`config.mk`:
```
export PLATFORM = sky130hd
export DESIGN_NAME = uart_rx
export DESIGN_NICKNAME = d
export VERILOG_FILES = /design/src/rtl/uart_rx.sv
export SDC_FILE = /design/constraint.sdc
export NUM_CORES = 1
export LEC_CHECK = 0
export CORE_MARGIN = 2
export CORE_UTILIZATION = 57
export CTS_BUF_LIST = sky130_fd_sc_hd__clkbuf_8
export CTS_CLUSTER_DIAMETER = 50
export CTS_CLUSTER_SIZE = 16
export DETAILED_ROUTE_END_ITERATION = 8
export GPL_ROUTABILITY_DRIVEN = 0
export HOLD_SLACK_MARGIN = 0.12
export PLACE_DENSITY_LB_ADDON = 0.12
export RECOVER_POWER = 50
export SKIP_CTS_REPAIR_TIMING = 1
export SYNTH_ARGS = -nofsm -noshare
export SYNTH_HDL_FRONTEND = slang
export SYNTH_SLANG_ARGS = --single-unit
```
`constraint.sdc`:
```
create_clock -name i_clk -period 2 [get_ports i_clk]
set_clock_uncertainty 0.15 [all_clocks]
set_input_delay 0.4 -clock i_clk [delete_from_list [all_inputs] [get_ports i_clk]]
set_output_delay 0.4 -clock i_clk [all_outputs]
set_load 0.005 [all_outputs]
```
`src/rtl/uart_rx.sv`:
```
// rtl/uart_rx.sv - 8N1 UART receiver, 16x oversampled from the baud tick strobe
//
// Purpose:
//   Deserialises an asynchronous serial line into parallel bytes. The line is
//   first synchronised, then a four-state FSM (IDLE/START/DATA/STOP) counts
//   oversampling ticks to sample each bit near its centre.
//
// Ports:
//   i_clk           system clock, rising edge
//   i_reset         synchronous active-high reset
//   i_rx            asynchronous serial line, idles high
//   i_tick          one-clk strobe at 16x the baud rate
//   o_dout          last received byte, held until the next frame completes
//   o_rx_done_tick  one-clk pulse when a frame completes
//   o_frame_err     stop bit was sampled low on the last completed frame

module uart_rx #(
  parameter int DBIT    = 8,
  parameter int SB_TICK = 16
) (
  input  logic            i_clk,
  input  logic            i_reset,
  input  logic            i_rx,
  input  logic            i_tick,
  output logic [DBIT-1:0] o_dout,
  output logic            o_rx_done_tick,
  output logic            o_frame_err
);

  localparam int NW = (DBIT > 1) ? $clog2(DBIT) : 1;
  localparam logic [NW-1:0] N_LAST      = NW'(DBIT - 1);
  localparam logic [3:0]    S_MID_START = 4'd7;
  localparam logic [3:0]    S_BIT_LAST  = 4'd15;
  localparam logic [3:0]    S_STOP_LAST = 4'(SB_TICK - 1);

  typedef enum logic [1:0] {
    ST_IDLE,
    ST_START,
    ST_DATA,
    ST_STOP
  } state_t;

  // Two-flop synchroniser; resets to the idle (high) line level so that a
  // reset never looks like a start bit.
  logic r_sync1;
  logic r_sync2;
  logic w_rx_s;

  always_ff @(posedge i_clk) begin
    if (i_reset) begin
      r_sync1 <= 1'b1;
      r_sync2 <= 1'b1;
    end else begin
      r_sync1 <= i_rx;
      r_sync2 <= r_sync1;
    end
  end

  assign w_rx_s = r_sync2;

  state_t          r_state, w_state_next;
  logic [3:0]      r_s,     w_s_next;
  logic [NW-1:0]   r_n,     w_n_next;
  logic [DBIT-1:0] r_b,     w_b_next;
  logic [DBIT-1:0] r_dout,  w_dout_next;
  logic            r_done,  w_done_next;
  logic            r_ferr,  w_ferr_next;

  always_ff @(posedge i_clk) begin
    if (i_reset) begin
      r_state <= ST_IDLE;
      r_s     <= '0;
      r_n     <= '0;
      r_b     <= '0;
      r_dout  <= '0;
      r_done  <= 1'b0;
      r_ferr  <= 1'b0;
    end else begin
      r_state <= w_state_next;
      r_s     <= w_s_next;
      r_n     <= w_n_next;
      r_b     <= w_b_next;
      r_dout  <= w_dout_next;
      r_done  <= w_done_next;
      r_ferr  <= w_ferr_next;
    end
  end

  always_comb begin
    w_state_next = r_state;
    w_s_next     = r_s;
    w_n_next     = r_n;
    w_b_next     = r_b;
    w_dout_next  = r_dout;
    w_done_next  = 1'b0;
    w_ferr_next  = r_ferr;

    case (r_state)
      // Start detection runs every clk, not only on ticks, to keep the
      // detection jitter to the synchroniser plus one clk.
      ST_IDLE: begin
        if (!w_rx_s) begin
          w_state_next = ST_START;
          w_s_next     = '0;
        end
      end

      // Re-check the line in the middle of the start bit; a high line here
      // means the falling edge was a glitch and nothing is reported.
      ST_START: begin
        if (i_tick) begin
          if (r_s == S_MID_START) begin
            if (!w_rx_s) begin
              w_state_next = ST_DATA;
              w_s_next     = '0;
              w_n_next     = '0;
            end else begin
              w_state_next = ST_IDLE;
            end
          end else begin
            w_s_next = r_s + 4'd1;
          end
        end
      end

      // From mid start bit, every 16 ticks lands on the middle of the next
      // data bit. Bits arrive LSB first, so shift in from the top.
      ST_DATA: begin
        if (i_tick) begin
          if (r_s == S_BIT_LAST) begin
            w_s_next = '0;
            w_b_next = {w_rx_s, r_b[DBIT-1:1]};
            if (r_n == N_LAST) begin
              w_state_next = ST_STOP;
            end else begin
              w_n_next = r_n + NW'(1);
            end
          end else begin
            w_s_next = r_s + 4'd1;
          end
        end
      end

      // A low stop bit still delivers the byte, flagged as a framing error.
      ST_STOP: begin
        if (i_tick) begin
          if (r_s == S_STOP_LAST) begin
            w_state_next = ST_IDLE;
            w_dout_next  = r_b;
            w_ferr_next  = ~w_rx_s;
            w_done_next  = 1'b1;
          end else begin
            w_s_next = r_s + 4'd1;
          end
        end
      end

      default: begin
        w_state_next = ST_IDLE;
      end
    endcase
  end

  assign o_dout         = r_dout;
  assign o_rx_done_tick = r_done;
  assign o_frame_err    = r_ferr;

endmodule

```
==> flow_results.xml <==
<?xml version="1.0" encoding="UTF-8"?>
<metrics>
  <group name="status">
    <metric name="result_of_the_run" unit="">finished, final reports clean</metric>
  </group>
  <group name="worst_setup_path">
    <metric name="worst_path_max_delay_cell" unit="">dfxtp_1</metric>
    <metric name="critPathKind" unit="">register to register</metric>
    <metric name="worst-path-buf-inv" unit="">1</metric>
    <metric name="critical-path-max-stage-delay" unit="ps">370</metric>
    <metric name="path_max_fanout" unit="">10</metric>
    <metric name="cp.arrival" unit="ps">1860</metric>
    <metric name="critical_path_start_type" unit="">register</metric>
    <metric name="worstPathCellList" unit="">ha_1, nand4_4, nor2_1, buf_12, mux2i_1, nor2_1</metric>
    <metric name="endpoint_type_of_the_worst_setup_path" unit="">register</metric>
    <metric name="cell_mode_on_critical_path" unit="">nor2_1</metric>
    <metric name="critPathTopFamily" unit="">simple AND/OR/NAND/NOR gates</metric>
    <metric name="worstPathRequired" unit="ps">2010</metric>
  </group>
  <group name="cts">
    <metric name="h-tree-depth" unit="">2</metric>
    <metric name="cts_inserted_buffers" unit="">5</metric>
    <metric name="tritoncts_clock_tree" unit="">yes</metric>
    <metric name="clk_latency" unit="ps">280</metric>
    <metric name="worst_setup_hold_path_clk_slew" unit="ps">70</metric>
    <metric name="max-clock-path-buffers" unit="">2</metric>
    <metric name="root_buffer" unit="">clkbuf_8</metric>
    <metric name="clkSinkCount" unit="">29</metric>
  </group>
  <group name="power_and_ir_drop">
    <metric name="p_clk_share" unit="%">50.0</metric>
    <metric name="ir_worst_vdd" unit="mV">0.926</metric>
    <metric name="p_sw_share" unit="%">19.6</metric>
    <metric name="power.share.combinational" unit="%">2.8</metric>
    <metric name="leakagePower" unit="nW">0.605</metric>
    <metric name="power_density" unit="mW/mm^2">795</metric>
    <metric name="power_report.internal_total" unit="mW">1.00</metric>
    <metric name="net_switching_component_of_the_power" unit="mW">0.245</metric>
    <metric name="share_seq_of_total_power" unit="%">47.2</metric>
  </group>
  <group name="layout">
    <metric name="n_antenna_cell" unit="">0</metric>
    <metric name="drive_gt1_share" unit="%">12.8</metric>
    <metric name="syn_to_final_growth" unit="%">24.3</metric>
    <metric name="final_util" unit="%">72.9</metric>
    <metric name="final.fill_count" unit="">175</metric>
    <metric name="finish.net_count" unit="">154</metric>
  </group>
  <group name="logic_synthesis">
    <metric name="postSynth.topFlopCell" unit="">dfxtp_1</metric>
    <metric name="synth.most_common_cell" unit="">dfxtp_1</metric>
    <metric name="seq_area_frac_synth" unit="%">46.1</metric>
    <metric name="synth_top_family_by_area" unit="">simple AND/OR/NAND/NOR gates</metric>
    <metric name="ys_ff_latch" unit="">29</metric>
    <metric name="syn_avg_cell_area" unit="um^2">9.77</metric>
    <metric name="yosys.area_share.adder" unit="%">2.98</metric>
    <metric name="synth_top_area_cell" unit="">dfxtp_1</metric>
    <metric name="netlist_top_cells_count" unit="">dfxtp_1, nor2_1, mux2i_1, nand2_1</metric>
    <metric name="synth.area.mux_share" unit="%">16.8</metric>
    <metric name="syn_nets" unit="">136</metric>
    <metric name="yosys.area.top_type_share" unit="%">46.1</metric>
    <metric name="synth_cell_types" unit="">32</metric>
    <metric name="synth_area_leaders" unit="">dfxtp_1, mux2i_1, nor2_1, ha_1, nand4_4</metric>
    <metric name="synth_compound_area_share" unit="%">8.44</metric>
    <metric name="xor_xnor_cell_area_share_of_the_yosys_netlist" unit="%">0.695</metric>
    <metric name="synth_simple_gate_area_share" unit="%">21.4</metric>
    <metric name="synthesis.yosys.warnings" unit="">0</metric>
    <metric name="synthesis.instances" unit="">129</metric>
    <metric name="post_synth_edffs" unit="">0</metric>
    <metric name="synthesis.area" unit="mm^2">0.00126</metric>
    <metric name="synth-async-reset-ratio" unit="%">0</metric>
  </group>
  <group name="floorplanning">
    <metric name="die_h" unit="um">51.0</metric>
    <metric name="io-pin-count" unit="">14</metric>
    <metric name="design.die.area" unit="mm^2">0.00260</metric>
    <metric name="initial_core_util" unit="%">58.6</metric>
    <metric name="design.core.area" unit="mm^2">0.00215</metric>
    <metric name="number_of_rows_in_the_core_area" unit="">17</metric>
    <metric name="dieWidth" unit="um">51.0</metric>
  </group>
  <group name="placed_design">
    <metric name="place.port_buffers" unit="">13</metric>
    <metric name="setup_ws_pre_cts" unit="ps">-34.3</metric>
    <metric name="detailed_place_hpwl" unit="mm">1.60</metric>
  </group>
  <group name="job">
    <metric name="cap_viol_max_count" unit="">0</metric>
  </group>
  <group name="sta">
    <metric name="worst-slew-pin-transition" unit="ps">529</metric>
    <metric name="ratio_of_final_minimum_period_to_clock_period" unit="%">92.3</metric>
    <metric name="fmax" unit="MHz">542</metric>
    <metric name="finalCriticalPeriod" unit="ps">1850</metric>
    <metric name="timing.final.ws_setup" unit="ps">153</metric>
    <metric name="final-max-slew-violation-count" unit="">0</metric>
    <metric name="rsz0062_at_grt" unit="">no</metric>
    <metric name="relSlewSlack" unit="%">64.6</metric>
    <metric name="final-hold-violation-count" unit="">0</metric>
    <metric name="setup_viol" unit="">0</metric>
  </group>
  <group name="detailed_routing">
    <metric name="avgRoutedWirePerCell" unit="um">13.4</metric>
    <metric name="route.final.wire_length" unit="mm">2.36</metric>
    <metric name="drt_pre_antenna_iters" unit="">4</metric>
    <metric name="dr_total_vias" unit="">976</metric>
    <metric name="route.met2.wl" unit="mm">1.16</metric>
    <metric name="met3WireLength" unit="um">118</metric>
    <metric name="drt_first_iter_violations" unit="">7</metric>
    <metric name="detail_route.vias_per_cell" unit="">5.55</metric>
    <metric name="final_antenna_net_count" unit="">0</metric>
    <metric name="routed.top_layer" unit="">met4</metric>
    <metric name="drt_drc_violations_left" unit="">0</metric>
    <metric name="wl_met1" unit="mm">1.05</metric>
  </group>
  <group name="grt">
    <metric name="grt_pass1_vias" unit="">991</metric>
    <metric name="initial_antenna_violation_count" unit="">0</metric>
    <metric name="grt_use_total" unit="%">22.2</metric>
    <metric name="grt_overflow" unit="">0</metric>
    <metric name="grt_start_max_net_pins" unit="">17</metric>
    <metric name="grt_pass1_wl" unit="mm">4.21</metric>
  </group>
  <group name="min_path">
    <metric name="min_path_type" unit="">register to register</metric>
  </group>
</metrics>
==> per-stage QoR <==
stage | cells | setup TNS (ps) | power [mW] | hold WS, ps | cell area (um^2)
after global placement | 168 | 0 | 0.633 | 245 | 1450
final | 176 | 0 | 1.25 | 279 | 1570
after CTS | 176 | 0 | 1.26 | 272 | 1570
after global routing | 176 | 0 | 1.28 | 274 | 1570
after detailed placement | 168 | -71.2 | 0.634 | 257 | 1450
after floorplan | 129 | 0 | 0.620 | 239 | 1260
==> power by group through the flow <==
| stage | sequential, mW | clock, mW | combinational (mW) |
|---|---|---|---|
| final | 0.588 | 0.623 | 0.0343 |
| after global routing | 0.588 | 0.657 | 0.0377 |
| after CTS | 0.588 | 0.634 | 0.0339 |
| after detailed placement | 0.601 | 0 | 0.0334 |
| after global placement | 0.601 | 0 | 0.0326 |
| after floorplan | 0.597 | 0 | 0.0225 |
==> layer usage <==
metal,up-vias,track usage (%)
met5,-,0
met4,0,9.01
met3,5,9.36
met2,18,38.3
met1,461,23.8
li1,492,-
==> cells in the final DEF (no fill, tap or decap), types with 2 or more instances in the layout <==
master           netlist  final
dfxtp_1               29     29
nor2_1                25     26
mux2i_1               20     20
dlygate4sd3_1          0     10
clkbuf_8               0      6
nand2_1                5      5
o21ai_0                4      4
nor3_1                 4      4
inv_1                  3      3
a31oi_1                3      3
ha_1                   3      3
clkdlybuf4s50_1        0      3
o21bai_1               2      2
a211oi_1               2      2
or2_2                  2      2
nand3_1                2      2
o211ai_1               2      2
and3_1                 2      2
buf_12                 0      2
buf_4                  1      2
==> logic make-up (layout without fill, tap and decap cells) <==
group / after synthesis / after routing
and+or+nand+nor: 49 / 49
buffers and inverters: 10 / 29
adders and majority gates: 3 / 3
muxes: 21 / 21
DFF: 29 / 29
xor gates and xnor gates: 1 / 1
AOI/OAI and AO/OA: 16 / 16
==> sequential cells by signal (all words and copies together) (netlist names), named ones only <==
| name | count |
|---|---|
| o_dout | 8 |
| o_frame_err | 1 |
| o_rx_done_tick | 1 |
| r_b | 8 |
| r_n | 3 |
| r_s | 4 |
| r_state | 1 |
| r_sync1 | 1 |
| r_sync2 | 1 |
==> worst paths after layout <==
kind | startpoint | slack [ps] | endpoint | cells past startpoint
worst min register to register | r_sync1 | 280 | r_sync2 | 1
worst min-delay path | r_sync1 | 280 | r_sync2 | 1
worst max register to register | r_s[0] | 150 | o_dout[5] | 6
worst max-delay path | r_s[0] | 150 | o_dout[5] | 6
==> cell type report <==
type | instances | area [um^2] | share of cell area (%)
Multi-Input combinational cell | 90 | 627 | 40.0
Sequential cell | 29 | 581 | 37.1
Timing Repair Buffer | 18 | 193 | 12.3
Clock buffer | 6 | 82.6 | 5.27
Clock inverter | 2 | 37.5 | 2.40
Tap cell | 28 | 35.0 | 2.24
Inverter | 3 | 11.3 | 0.719
Note: power is estimated with default switching activity, not from simulation.
